$ cat src/rtl/stage_n_if.sv
// Bus bundle for the stage_n trigger stage: command/strobe inputs, sample
// inputs and the three status/pulse outputs.
interface stage_n_if #(
    parameter int WIDTH = 32,
    parameter int LVL_W = 2
);
    logic [31:0]      cmd_i;
    logic             set_mask_i;
    logic             set_val_i;
    logic             set_cfg_i;
    logic             set_edge_i;
    logic             arm_i;
    logic             disarm_i;
    logic             stb_i;
    logic [WIDTH-1:0] smpls_i;
    logic [LVL_W-1:0] lvl_i;
    logic             armed_o;
    logic             match_o;
    logic             run_o;

    modport master (
        output cmd_i, set_mask_i, set_val_i, set_cfg_i, set_edge_i,
        output arm_i, disarm_i, stb_i, smpls_i, lvl_i,
        input  armed_o, match_o, run_o
    );

    modport slave (
        input  cmd_i, set_mask_i, set_val_i, set_cfg_i, set_edge_i,
        input  arm_i, disarm_i, stb_i, smpls_i, lvl_i,
        output armed_o, match_o, run_o
    );
endinterface

$ cat src/rtl/stage_n.sv
// Trigger stage: masked value/level compare on strobed samples (parallel or
// serial), optional post-hit strobe delay. STAGE_EDGE_TRG_EN adds edge bits.
module stage_n #(
    parameter int WIDTH = 32,
    parameter int DLY_W = 16,
    parameter int LVL_W = 2
) (
    input  logic     clk_i,
    input  logic     rst_i,
    stage_n_if.slave bus
);

    typedef enum logic [1:0] {
        IDLE  = 2'd0,
        ARMD  = 2'd1,
        MTCHD = 2'd2
    } state_t;

    state_t           state_q, state_d;
    logic [DLY_W-1:0] dly_cnt_q, dly_cnt_d;
    logic [WIDTH-1:0] mask_q, mask_d;
    logic [WIDTH-1:0] val_q, val_d;
    logic [DLY_W-1:0] dly_q, dly_d;
    logic [LVL_W-1:0] lvl_q, lvl_d;
    logic [4:0]       chl_q, chl_d;
    logic             ser_q, ser_d;
    logic             act_q, act_d;
    logic [WIDTH-1:0] shift_q, shift_d;
    logic             match_q, match_d;
    logic             run_q, run_d;

    logic [15:0]      dly_raw_s;
    logic             ser_bit_s;
    logic [WIDTH-1:0] cmp_s;
    logic [WIDTH-1:0] miss_s;
    logic             hit_s;
    logic             fire_s;
    logic             arm_acc_s;
    logic [DLY_W:0]   cnt_inc_s;
    logic             unused_cmd;

    assign unused_cmd = ^bus.cmd_i;

    // Configuration register writes; strobes are one-hot so order is irrelevant
    always_comb begin
        mask_d    = mask_q;
        val_d     = val_q;
        dly_d     = dly_q;
        lvl_d     = lvl_q;
        chl_d     = chl_q;
        ser_d     = ser_q;
        act_d     = act_q;
        dly_raw_s = {bus.cmd_i[23:16], bus.cmd_i[31:24]};
        if (bus.set_mask_i) begin
            mask_d = bus.cmd_i[WIDTH-1:0];
        end else begin
            mask_d = mask_q;
        end
        if (bus.set_val_i) begin
            val_d = bus.cmd_i[WIDTH-1:0];
        end else begin
            val_d = val_q;
        end
        if (bus.set_cfg_i) begin
            dly_d = DLY_W'(dly_raw_s);
            lvl_d = bus.cmd_i[8 +: LVL_W];
            chl_d = {bus.cmd_i[0], bus.cmd_i[15:12]};
            ser_d = bus.cmd_i[2];
            act_d = bus.cmd_i[3];
        end else begin
            dly_d = dly_q;
        end
    end

    // Serial channel select; channels at or above WIDTH read as 0
    always_comb begin
        ser_bit_s = 1'b0;
        for (int i = 0; i < WIDTH; i++) begin
            ser_bit_s = (chl_q == 5'(i)) ? bus.smpls_i[i] : ser_bit_s;
        end
        if (bus.stb_i) begin
            shift_d = {shift_q[WIDTH-2:0], ser_bit_s};
        end else begin
            shift_d = shift_q;
        end
        // The serial compare sees the vector including this strobe's sample
        cmp_s = ser_q ? shift_d : bus.smpls_i;
    end

`ifdef STAGE_EDGE_TRG_EN
    logic [WIDTH-1:0] edge_q, edge_d;
    logic [WIDTH-1:0] prev_q, prev_d;
    logic             prev_vld_q, prev_vld_d;
    logic [WIDTH-1:0] edge_ok_s;

    // Edge config, previous-sample capture and edge-aware mismatch vector
    always_comb begin
        edge_d     = edge_q;
        prev_d     = prev_q;
        prev_vld_d = prev_vld_q;
        if (bus.set_edge_i) begin
            edge_d = bus.cmd_i[WIDTH-1:0];
        end else begin
            edge_d = edge_q;
        end
        if (bus.stb_i) begin
            prev_d = cmp_s;
        end else begin
            prev_d = prev_q;
        end
        if (arm_acc_s) begin
            prev_vld_d = 1'b0;
        end else if (bus.stb_i) begin
            prev_vld_d = 1'b1;
        end else begin
            prev_vld_d = prev_vld_q;
        end
        edge_ok_s = {WIDTH{prev_vld_q}} & (prev_q ^ val_q) & ~(cmp_s ^ val_q);
        miss_s    = ((cmp_s ^ val_q) & mask_q & ~edge_q) | (mask_q & edge_q & ~edge_ok_s);
    end

    // Edge-feature state
    always_ff @(posedge clk_i) begin
        if (rst_i) begin
            edge_q     <= {WIDTH{1'b0}};
            prev_q     <= {WIDTH{1'b0}};
            prev_vld_q <= 1'b0;
        end else begin
            edge_q     <= edge_d;
            prev_q     <= prev_d;
            prev_vld_q <= prev_vld_d;
        end
    end
`else
    logic unused_edge;
    assign unused_edge = bus.set_edge_i;

    // Plain masked equality
    always_comb begin
        miss_s = (cmp_s ^ val_q) & mask_q;
    end
`endif

    // Trigger condition
    always_comb begin
        hit_s = bus.stb_i && (miss_s == {WIDTH{1'b0}}) && (bus.lvl_i >= lvl_q);
    end

    // FSM next state, delay counter and pulse generation
    always_comb begin
        state_d   = state_q;
        dly_cnt_d = dly_cnt_q;
        fire_s    = 1'b0;
        arm_acc_s = 1'b0;
        cnt_inc_s = {1'b0, dly_cnt_q} + {{DLY_W{1'b0}}, 1'b1};
        case (state_q)
            IDLE: begin
                if (bus.arm_i && !bus.disarm_i) begin
                    state_d   = ARMD;
                    arm_acc_s = 1'b1;
                end else begin
                    state_d = IDLE;
                end
            end
            ARMD: begin
                if (bus.disarm_i) begin
                    state_d = IDLE;
                end else if (hit_s) begin
                    if (dly_q == {DLY_W{1'b0}}) begin
                        state_d = IDLE;
                        fire_s  = 1'b1;
                    end else begin
                        state_d   = MTCHD;
                        dly_cnt_d = {DLY_W{1'b0}};
                    end
                end else begin
                    state_d = ARMD;
                end
            end
            MTCHD: begin
                if (bus.disarm_i) begin
                    state_d = IDLE;
                end else if (bus.stb_i) begin
                    if (cnt_inc_s == {1'b0, dly_q}) begin
                        state_d = IDLE;
                        fire_s  = 1'b1;
                    end else if (dly_cnt_q != {DLY_W{1'b1}}) begin
                        dly_cnt_d = cnt_inc_s[DLY_W-1:0];
                    end else begin
                        dly_cnt_d = dly_cnt_q;
                    end
                end else begin
                    state_d = MTCHD;
                end
            end
            default: begin
                state_d = IDLE;
            end
        endcase
        match_d = fire_s;
        run_d   = fire_s & act_q;
    end

    // State, configuration and output registers
    always_ff @(posedge clk_i) begin
        if (rst_i) begin
            state_q   <= IDLE;
            dly_cnt_q <= {DLY_W{1'b0}};
            mask_q    <= {WIDTH{1'b0}};
            val_q     <= {WIDTH{1'b0}};
            dly_q     <= {DLY_W{1'b0}};
            lvl_q     <= {LVL_W{1'b0}};
            chl_q     <= 5'd0;
            ser_q     <= 1'b0;
            act_q     <= 1'b0;
            shift_q   <= {WIDTH{1'b0}};
            match_q   <= 1'b0;
            run_q     <= 1'b0;
        end else begin
            state_q   <= state_d;
            dly_cnt_q <= dly_cnt_d;
            mask_q    <= mask_d;
            val_q     <= val_d;
            dly_q     <= dly_d;
            lvl_q     <= lvl_d;
            chl_q     <= chl_d;
            ser_q     <= ser_d;
            act_q     <= act_d;
            shift_q   <= shift_d;
            match_q   <= match_d;
            run_q     <= run_d;
        end
    end

    assign bus.armed_o = (state_q == ARMD);
    assign bus.match_o = match_q;
    assign bus.run_o   = run_q;

endmodule

$ cat src/flat_wrapper.sv
// flat-port wrapper written by rule: the top's interface ports become plain ports
module stage_n_flat 
#(
    parameter int WIDTH = 32,
    parameter int DLY_W = 16,
    parameter int LVL_W = 2
)
  (clk_i, rst_i, bus_cmd_i, bus_set_mask_i, bus_set_val_i, bus_set_cfg_i, bus_set_edge_i, bus_arm_i, bus_disarm_i, bus_stb_i, bus_smpls_i, bus_lvl_i, bus_armed_o, bus_match_o, bus_run_o);
  stage_n_if #(.WIDTH(WIDTH), .LVL_W(LVL_W)) bus_i ();
  input  logic clk_i;
  input  logic rst_i;
  input wire logic [$bits(bus_i.cmd_i)-1:0] bus_cmd_i;
  input wire logic [$bits(bus_i.set_mask_i)-1:0] bus_set_mask_i;
  input wire logic [$bits(bus_i.set_val_i)-1:0] bus_set_val_i;
  input wire logic [$bits(bus_i.set_cfg_i)-1:0] bus_set_cfg_i;
  input wire logic [$bits(bus_i.set_edge_i)-1:0] bus_set_edge_i;
  input wire logic [$bits(bus_i.arm_i)-1:0] bus_arm_i;
  input wire logic [$bits(bus_i.disarm_i)-1:0] bus_disarm_i;
  input wire logic [$bits(bus_i.stb_i)-1:0] bus_stb_i;
  input wire logic [$bits(bus_i.smpls_i)-1:0] bus_smpls_i;
  input wire logic [$bits(bus_i.lvl_i)-1:0] bus_lvl_i;
  output wire logic [$bits(bus_i.armed_o)-1:0] bus_armed_o;
  output wire logic [$bits(bus_i.match_o)-1:0] bus_match_o;
  output wire logic [$bits(bus_i.run_o)-1:0] bus_run_o;
  assign bus_i.cmd_i = bus_cmd_i;
  assign bus_i.set_mask_i = bus_set_mask_i;
  assign bus_i.set_val_i = bus_set_val_i;
  assign bus_i.set_cfg_i = bus_set_cfg_i;
  assign bus_i.set_edge_i = bus_set_edge_i;
  assign bus_i.arm_i = bus_arm_i;
  assign bus_i.disarm_i = bus_disarm_i;
  assign bus_i.stb_i = bus_stb_i;
  assign bus_i.smpls_i = bus_smpls_i;
  assign bus_i.lvl_i = bus_lvl_i;
  assign bus_armed_o = bus_i.armed_o;
  assign bus_match_o = bus_i.match_o;
  assign bus_run_o = bus_i.run_o;
  stage_n #(.WIDTH(WIDTH), .DLY_W(DLY_W), .LVL_W(LVL_W)) u_core (.clk_i(clk_i), .rst_i(rst_i), .bus(bus_i));
endmodule
$ cat config.mk
export PLATFORM = sky130hd
export DESIGN_NAME = stage_n_flat
export DESIGN_NICKNAME = d
export VERILOG_FILES = /design/src/rtl/stage_n_if.sv /design/src/rtl/stage_n.sv /design/src/flat_wrapper.sv
export SDC_FILE = /design/constraint.sdc
export NUM_CORES = 1
export LEC_CHECK = 0
export ABC_AREA = 1
export BUFFER_PORTS_ARGS = -buffer_cell sky130_fd_sc_hd__clkbuf_2
export CAP_MARGIN = 20
export CORE_UTILIZATION = 50
export DETAILED_ROUTE_END_ITERATION = 16
export HOLD_SLACK_MARGIN = 0.15
export PLACE_DENSITY = 0.7
export SYNTH_ARGS = -nofsm -noshare
export SYNTH_HDL_FRONTEND = slang
export SYNTH_SLANG_ARGS = --single-unit
$ cat constraint.sdc
create_clock -name clk_i -period 8.07 [get_ports clk_i]
set_input_delay 1.614 -clock clk_i [delete_from_list [all_inputs] [get_ports clk_i]]
set_output_delay 1.614 -clock clk_i [all_outputs]
set_load 0.05 [all_outputs]
==> flow_summary.json, run 1 <==
{
  "hp-start": "u_core.mask_q[11]",
  "net-switching-power_mw": 0.450,
  "synth_async_sr_flop_share_pct": 0,
  "overflow": 0,
  "grt_pass1_wl_um": 30300,
  "cts_sinks": 141,
  "power.density_cell_area_mw_per_mm2": 206,
  "cts_tree": "built",
  "r2r_cells": 29,
  "min_period_over_period_pct": 64.0,
  "ir_drop_v": 0.000142,
  "worstHoldPathType": "reg2reg",
  "leakage_nw": 3.63,
  "die_area_mm2": 0.0150,
  "p_int_mw": 1.24,
  "relSlewSlack_pct": 34.3,
  "max_cap_violations": 0,
  "ctsHoldBuffers": 0,
  "synth_top_area_share_pct": 38.8,
  "synth_nets": 1132,
  "ant_nets": 0,
  "seq_area_frac_synth_pct": 38.8,
  "setup_tns_ns": 0,
  "rows": 43,
  "drive_above_1_share_pct": 15.8,
  "crit_path_end_kind": "flop",
  "fin_crit_ns": 5.17,
  "crit_path_start_kind": "input port",
  "yosys.area_share.simple_pct": 26.8,
  "rsz0062_at_grt": "no",
  "num_io_pins": 78,
  "fmax_mhz": 194,
  "yosys.area.top_type": "dfxtp_1",
  "grt_max_degree": 107,
  "vias": 6726,
  "initial_utilization_pct": 51.8,
  "route.detailed.drc": 0,
  "worstMarginPinSlew_ns": 0.985,
  "status": "completed",
  "antenna_found_initial": 0,
  "crit_type": "in2reg",
  "finalWirelength_um": 18900,
  "yosys_most_used_dff": "dfxtp_1",
  "synth_top_family_by_area": "simple AND/OR/NAND/NOR gates",
  "ys_types": 42,
  "min_to": "u_core.mask_q[11]",
  "numPlacedInstances": 1256,
  "netlist_top_cells_count": "164 x nor2_1, 163 x nand2_1, 158 x o21ai_0",
  "ys_warn_count": 0,
  "cp.arrival_ns": 5.48,
  "syn_avg_cell_area_um2": 6.93,
  "synth-xor-area-share_pct": 2.29,
  "post-route-util_pct": 58.4,
  "synth_edf_count": 0,
  "synth_seq_cells": 141,
  "core_area_mm2": 0.0140,
  "fin_hold_ws_ns": 0.461,
  "rr_startpoint": "u_core.chl_q[4]",
  "drv_slew": 0,
  "ff2ff_setup_slack_ns": 4.25,
  "post_cts_buffers": 0,
  "yosysMostFrequentCell": "nor2_1",
  "synth_cells": 1050,
  "hold-path-cell-count": 2,
  "crit_fanout": 36,
  "n_antenna_cell": 0,
  "gp_congestion": 0.864,
  "synth_compound_area_share_pct": 19.4,
  "htreeDepth": 4,
  "synth_area_leaders": "dfxtp_1 39%, o21ai_0 11%, nor2_1 8.5%",
  "skew_ns": 0.00585,
  "syn_area_mm2": 0.00727,
  "synth.mux.area_fraction_pct": 1.65,
  "drtPass1Iterations": 5,
  "clockPowerShare_pct": 40.7,
  "critPathRequiredTime_ns": 8.38,
  "finalNonFillerCells": 1284,
  "timing.rr.end": "u_core.dly_cnt_q[1]",
  "die_width_um": 123,
  "clock_path_buffers": 2,
  "hpwl_um": 13400,
  "cts_made_buffers": 17,
  "portBuffers": 76,
  "hold_viol": 0,
  "cts.clk_slew.worst_paths_ns": 0.06,
  "wl_per_cell_um": 14.7,
  "total_power_mw": 1.69,
  "pwr-share-seq_pct": 45.6,
  "drtIter0Drc": 565,
  "nNetsFinal": 1177,
  "power_frac_comb_pct": 13.7,
  "cts_root_buf": "clkbuf_16",
  "synth_fa_ha_area_share_pct": 1.20,
  "area_growth_pct": 12.7,
  "clock_latency_ns": 0.42,
  "cts_resized": 0,
  "grt_use_total_pct": 26.4,
  "die_y_um": 123,
  "sw_frac_of_total_pct": 26.6,
  "setup_viol": 0,
  "grt_pass1_vias": 6135,
  "vias_per_cell": 5.24
}
-- layout by cell type (no fill, tap or decap), drive strengths merged --
master / instances
a31oi: 1
nor3: 5
xnor2: 1
buf: 5
a2111oi: 1
xor2: 18
clkinv: 4
inv: 123
a21oi: 63
mux2i: 12
and2: 1
a21boi: 13
nor2: 171
nand3b: 2
dfxtp: 141
o21ai: 160
a31o: 2
nor4: 6
o21a: 1
o2111ai: 11
nand2: 165
nor3b: 1
o22ai: 1
clkbuf: 102
nand3: 47
ha: 7
a221oi: 1
nand4: 22
or2: 16
o221ai: 1
-- flip-flops by register name, indices dropped and copies added (netlist names) --
register and count:
u_core.mask_q 32, u_core.dly_cnt_q 16, u_core.val_q 32, u_core.chl_q 5, u_core.dly_q 16, u_core.shift_q 32, u_core.ser_q 1, u_core.act_q 1
u_core.bus.run_o 1, u_core.state_q 2, u_core.bus.match_o 1, u_core.lvl_q 2
-- final cells by class --
| cell class | instances | area (µm²) |
|---|---|---|
| Fill cell | 1357 | 5850 |
| Tap cell | 180 | 225 |
| Timing Repair Buffer | 81 | 418 |
| Clock inverter | 2 | 10.0 |
| Inverter | 125 | 469 |
| Sequential cell | 141 | 2820 |
| Clock buffer | 26 | 499 |
| Multi-Input combinational cell | 729 | 3750 |
-- power by group through the flow --
stage | Clock, mW | Combinational, mW | Sequential, mW
final | 0.688 | 0.231 | 0.769
after global routing | 0.730 | 0.260 | 0.774
after CTS | 0.698 | 0.229 | 0.768
after detailed placement | 0 | 0.227 | 0.783
after global placement | 0 | 0.224 | 0.782
after floorplan | 0 | 0.164 | 0.770
-- worst max path at each step --
stage                     slack [ns]                   to  startpoint  cells past startpoint
after global placement          2.52  u_core.dly_cnt_q[0]   bus_stb_i                     16
final                           2.90  u_core.dly_cnt_q[1]   bus_stb_i                     16
after global routing            2.57  u_core.dly_cnt_q[1]   bus_stb_i                     16
after floorplan                 4.09  u_core.dly_cnt_q[2]   bus_stb_i                     17
after detailed placement        2.53  u_core.dly_cnt_q[1]   bus_stb_i                     16
after CTS                       2.94  u_core.dly_cnt_q[1]   bus_stb_i                     16
-- stage by stage --
stage                     setup WS [ns]  area [µm²]
after detailed placement           2.53        7690
after CTS                          2.94        8200
after floorplan                    4.09        7270
final                              2.90        8200
after global routing               2.57        8200
after global placement             2.52        7690
-- worst max-delay path, cell delays in order --
cell	delay, ns
clkbuf_2	0.67
inv_1	0.56
o21ai_0	0.36
nand2_1	0.07
o21ai_0	0.19
inv_1	0.09
or2_2	0.28
nand3_1	0.07
o2111ai_1	0.11
nor4_1	0.37
and2_1	0.30
nand3_2	0.13
nand2_4	0.38
nand3_1	0.12
nand2_1	0.08
nor2_1	0.05
-- cells by family after synthesis --
| family | count (synthesis) |
|---|---|
| and+or+nand+nor | 436 |
| AOI/OAI and AO/OA | 255 |
| buffers and inverters | 180 |
| DFF | 141 |
| xor gates and xnor gates | 19 |
| muxes | 12 |
| adders and majority gates | 7 |
-- per-layer routing --
layer / routed length [µm] / part of all wire [%] / vias up / GRT usage, %
met4: 234 / 1.2 / 0 / 7.70
met1: 9510 / 50 / 3053 / 38.2
li1: - / - / 3507 / -
met3: 979 / 5.2 / 19 / 5.16
met5: 0 / 0 / - / 0
met2: 8160 / 43 / 147 / 39.6
Note: power is estimated with default switching activity, not from simulation.
==> run 2: changes to the inputs <==
--- a/config.mk
+++ b/config.mk
@@ -11,7 +11,7 @@
 export CORE_UTILIZATION = 50
 export DETAILED_ROUTE_END_ITERATION = 16
 export HOLD_SLACK_MARGIN = 0.15
-export PLACE_DENSITY = 0.7
+export PLACE_DENSITY = 0.72
 export SYNTH_ARGS = -nofsm -noshare
 export SYNTH_HDL_FRONTEND = slang
 export SYNTH_SLANG_ARGS = --single-unit
==> constraint.sdc (replaced) <==
create_clock -name clk_i -period 4.4 [get_ports clk_i]
set_input_delay 0.88 -clock clk_i [delete_from_list [all_inputs] [get_ports clk_i]]
set_output_delay 0.88 -clock clk_i [all_outputs]
set_load 0.05 [all_outputs]
==> flow_summary.json, run 2 (same netlist as run 1, synthesis figures left out) <==
{
  "antenna_found_initial": 0,
  "drtIter0Drc": 584,
  "crit_path_start_kind": "input port",
  "vias_per_cell": 5.28,
  "seqCellArea_mm2": 0.00282,
  "power.density_cell_area_mw_per_mm2": 394,
  "pwr-share-seq_pct": 42.5,
  "cp.arrival_ns": 3.83,
  "fmax_mhz": 286,
  "htreeDepth": 4,
  "setup_tns_ns": 0,
  "crit_type": "in2reg",
  "relSlewSlack_pct": 33.6,
  "fin_crit_ns": 3.50,
  "grt_use_total_pct": 26.0,
  "clock_latency_ns": 0.43,
  "largestRegisters": "u_core.mask_q (32), u_core.shift_q (32), u_core.val_q (32)",
  "crit_path_end_kind": "flop",
  "initial_utilization_pct": 51.8,
  "final_common_cell": "nor2_1",
  "status": "completed",
  "die_area_mm2": 0.0150,
  "num_io_pins": 78,
  "grt_pass1_vias": 6086,
  "cts_made_buffers": 17,
  "multi_input_area_mm2": 0.00375,
  "wl_per_cell_um": 14.4,
  "cts_sinks": 141,
  "cts.clk_slew.worst_paths_ns": 0.06,
  "core_area_mm2": 0.0140,
  "area_growth_pct": 14.6,
  "ir_drop_v": 0.000280,
  "skew_ns": 0.00612,
  "cts_resized": 0,
  "final_cell_mix": "164 x nor2_1, 163 x nand2_1, 158 x o21ai_0",
  "leakage_nw": 3.70,
  "rsz0062_at_grt": "no",
  "sw_frac_of_total_pct": 26.8,
  "grt_pass1_wl_um": 29900,
  "nNetsFinal": 1183,
  "rows": 43,
  "max_cap_violations": 0,
  "drive_above_1_share_pct": 16.8,
  "p_int_mw": 2.41,
  "vias": 6829,
  "ff2ff_setup_slack_ns": 0.97,
  "net-switching-power_mw": 0.880,
  "min_period_over_period_pct": 79.6,
  "power_frac_comb_pct": 13.3,
  "ctsHoldBuffers": 0,
  "clockPowerShare_pct": 44.1,
  "post_cts_buffers": 0,
  "overflow": 0,
  "n_antenna_cell": 0,
  "setup_viol": 0,
  "die_y_um": 123,
  "fill_cells": 1348,
  "worstHoldPathType": "reg2reg",
  "die_width_um": 123,
  "place_area_mm2": 0.00774,
  "hpwl_um": 13300,
  "final_area_mm2": 0.00833,
  "worstMarginPinSlew_ns": 0.995,
  "route.detailed.drc": 0,
  "drv_slew": 0,
  "crit_fanout": 32,
  "critPathRequiredTime_ns": 4.72,
  "hold_viol": 0,
  "drtPass1Iterations": 5,
  "grt_max_degree": 86,
  "cts_root_buf": "clkbuf_16",
  "gp_congestion": 0.885,
  "portBuffers": 76,
  "clock_path_buffers": 2,
  "finalWirelength_um": 18700,
  "cts_tree": "built",
  "ant_nets": 0
}
-- run 2: layout make-up --
type / count / share of cell area, %
clock buffer: 19 / 5.32
clock inverter: 13 / 1.77
inverter: 125 / 5.63
multi-input combinational: 729 / 45.0
sequential: 141 / 33.9
tap: 180 / 2.70
timing repair buffer: 87 / 5.71
-- run 2: worst paths after layout --
kind	from	end	cells after the start
max	bus_stb_i	u_core.dly_cnt_q[0]	15
min	u_core.mask_q[19]	u_core.mask_q[19]	2
max reg2reg	u_core.chl_q[3]	u_core.dly_cnt_q[0]	34
min reg2reg	u_core.mask_q[19]	u_core.mask_q[19]	2
-- run 2: power by group through the flow --
| stage | combinational (mW) | clock (mW) | sequential, mW |
|---|---|---|---|
| floorplan | 0.301 | 0 | 1.41 |
| global placement | 0.425 | 0 | 1.42 |
| detailed placement | 0.430 | 0 | 1.42 |
| CTS | 0.434 | 1.46 | 1.40 |
| global route | 0.495 | 1.52 | 1.41 |
| finish | 0.438 | 1.45 | 1.40 |
-- run 2: routing by layer --
metal  vias up  GRT usage, %  routed length [µm]
met4         0          8.08                 278
met2       168          39.8                8250
met5         -             0                   0
met3        28          5.62                1020
met1      3111          36.2                9100
li1       3522             -                   -
-- run 2: per-stage QoR --
stage / std cells / setup WS, ns / util (%) / total power, mW / hold slack, ns
4_1_cts: 1294 / 0.953 / 59.3 / 3.29 / 0.458
3_3_place_gp: 1262 / 0.540 / 55.1 / 1.85 / 0.445
5_1_grt: 1294 / 0.519 / 59.3 / 3.42 / 0.469
3_5_place_dp: 1262 / 0.516 / 55.1 / 1.85 / 0.448
2_1_floorplan: 1050 / 1.15 / - / 1.71 / 0.416
6_report: 1294 / 0.899 / 59.3 / 3.29 / 0.460
-- run 2: worst max-delay path: stages --
cell and delay (ns):
clkbuf_2 0.10, buf_4 0.28, mux2i_1 0.28, nand2_1 0.08, o21ai_0 0.27, a21boi_0 0.16, o21ai_0 0.13, o2111ai_1 0.15
nor4_1 0.42, and2_1 0.29, nand3_2 0.13, nand2_4 0.38, nand3_1 0.13, nand2_1 0.08, nor2_1 0.04
==> run 3: changes to the inputs <==
==> constraint.sdc (replaced) <==
create_clock -name clk_i -period 2.85 [get_ports clk_i]
set_input_delay 0.57 -clock clk_i [delete_from_list [all_inputs] [get_ports clk_i]]
set_output_delay 0.57 -clock clk_i [all_outputs]
set_load 0.05 [all_outputs]
==> flow_summary.json, run 3 (same netlist as run 1, synthesis figures left out) <==
{
  "status": "finished with violations",
  "violations": "setup timing",
  "finalNonFillerCells": 1399,
  "final_area_mm2": 0.00941,
  "cts.clk_slew.worst_paths_ns": 0.06,
  "drive_above_1_share_pct": 25.9,
  "worstMarginPinSlew_ns": 0.842,
  "max_cap_violations": 0,
  "vias": 7418,
  "skew_ns": 0.00858,
  "setup_viol": 20,
  "total_power_mw": 5.18,
  "crit_fanout": 6,
  "gr-usage-met2_pct": 43.2,
  "initial_utilization_pct": 51.8,
  "seqCellArea_mm2": 0.00283,
  "fill_cells": 1173,
  "nNetsFinal": 1289,
  "worstHoldPathType": "in2reg",
  "met1_usage_pct": 40.2,
  "gp_congestion": 0.891,
  "ir_drop_v": 0.000284,
  "relSlewSlack_pct": 43.8,
  "cts_sinks": 141,
  "area_growth_pct": 29.3,
  "use_met3_pct": 4.65,
  "antenna_found_initial": 0,
  "numPlacedInstances": 1353,
  "vias_per_cell": 5.30,
  "place_area_mm2": 0.00849,
  "fin_crit_ns": 3.28,
  "portBuffers": 76,
  "wl_per_cell_um": 15.0,
  "hold_viol": 0,
  "cp.arrival_ns": 3.62,
  "cts_tree": "built",
  "final_cell_mix": "159 x nand2_1, 159 x nor2_1, 156 x o21ai_0",
  "power.density_cell_area_mw_per_mm2": 551,
  "drtIter0Drc": 474,
  "grt_max_degree": 50,
  "clock_latency_ns": 0.42,
  "htreeDepth": 4,
  "grt_pass1_vias": 6482,
  "overflow": 0,
  "n_antenna_cell": 0,
  "finalWirelength_um": 21000,
  "drv_slew": 0,
  "grt_use_total_pct": 28.3,
  "setup_ws_ns": -0.433,
  "hpwl_um": 14500,
  "core_area_mm2": 0.0140,
  "grt_pass1_wl_um": 32300,
  "min_period_over_period_pct": 115,
  "rows": 43,
  "num_io_pins": 78,
  "route.detailed.drc": 0,
  "clock_path_buffers": 2,
  "cts_root_buf": "clkbuf_16",
  "post-route-util_pct": 67.0,
  "cts_made_buffers": 17,
  "largestRegisters": "u_core.mask_q (32), u_core.shift_q (32), u_core.val_q (32)",
  "die_width_um": 123,
  "leakage_nw": 4.28,
  "crit_type": "reg2reg",
  "ant_nets": 0,
  "drtPass1Iterations": 5,
  "crit_path_start_kind": "flop",
  "die_area_mm2": 0.0150,
  "fmax_mhz": 305,
  "rsz0062_at_grt": "yes",
  "multi_input_area_mm2": 0.00388,
  "die_y_um": 123,
  "crit_path_end_kind": "flop",
  "critPathRequiredTime_ns": 3.19,
  "dpl_worst_slack_ns": -0.371,
  "top_usage_layer": "met2"
}
run 3: power by group:
| part | switching [mW] | total [mW] | internal [mW] | leakage, nW |
|---|---|---|---|---|
| registers | 0.0707 | 2.16 | 2.09 | 1.17 |
| logic | 0.480 | 0.833 | 0.353 | 2.83 |
| clock network | 0.814 | 2.19 | 1.37 | 0.287 |
run 3: per-stage QoR:
| stage | hold slack (ns) | setup TNS [ns] |
|---|---|---|
| floorplan | 0.416 | 0 |
| global placement | 0.441 | -6.33 |
| detailed placement | 0.447 | -6.59 |
| CTS | 0.378 | -3.04 |
| global route | 0.411 | -10.01 |
| finish | 0.391 | -5.64 |
run 3: layer usage:
metal,wire [µm],part of all wire (%),vias to the layer above
li1,-,-,3741
met3,1220,5.8,33
met4,429,2.0,0
met1,9880,47,3409
met5,0,0,-
met2,9490,45,235
run 3: area by class of cell:
type / count / share of cell area (%)
multi-input combinational: 730 / 41.3
clock inverter: 6 / 0.891
sequential: 141 / 30.1
inverter: 125 / 4.99
timing repair buffer: 192 / 15.0
tap: 180 / 2.39
clock buffer: 25 / 5.27
run 3: worst paths after layout:
path / startpoint / to / slack [ns] / cells after the start
setup / recovery: u_core.dly_cnt_q[0] / u_core.dly_cnt_q[4] / -0.43 / 22
hold reg to reg: u_core.mask_q[11] / u_core.mask_q[11] / 0.46 / 2
hold / removal: bus_cmd_i[7] / u_core.mask_q[7] / 0.39 / 3
setup reg to reg: u_core.dly_cnt_q[0] / u_core.dly_cnt_q[4] / -0.43 / 22
run 3: timing repair:
item	4_1_cts	5_1_grt
resized for setup	29	18
gates cloned	3	2
buffers inserted	6	4
endpoints found under the setup margin	20	20
hold buffers	0	0
pin swaps	9	12
run 3: critical path, cell delays in order (launching register included):
cell and delay, ns:
dfxtp_2 0.36, ha_4 0.15, nand2_2 0.06, nor2_4 0.12
inv_2 0.05, nor2_2 0.09, inv_2 0.05, nor2_2 0.09
inv_2 0.06, nor2_1 0.13, xnor2_1 0.17, xor2_1 0.16
o21ai_0 0.10, a221oi_1 0.26, o2111ai_1 0.16, a21oi_1 0.20
o2111ai_2 0.15, nand3b_1 0.16, o21ai_4 0.15, buf_16 0.18
nand3_2 0.07, nand2_1 0.08, nor2_1 0.19
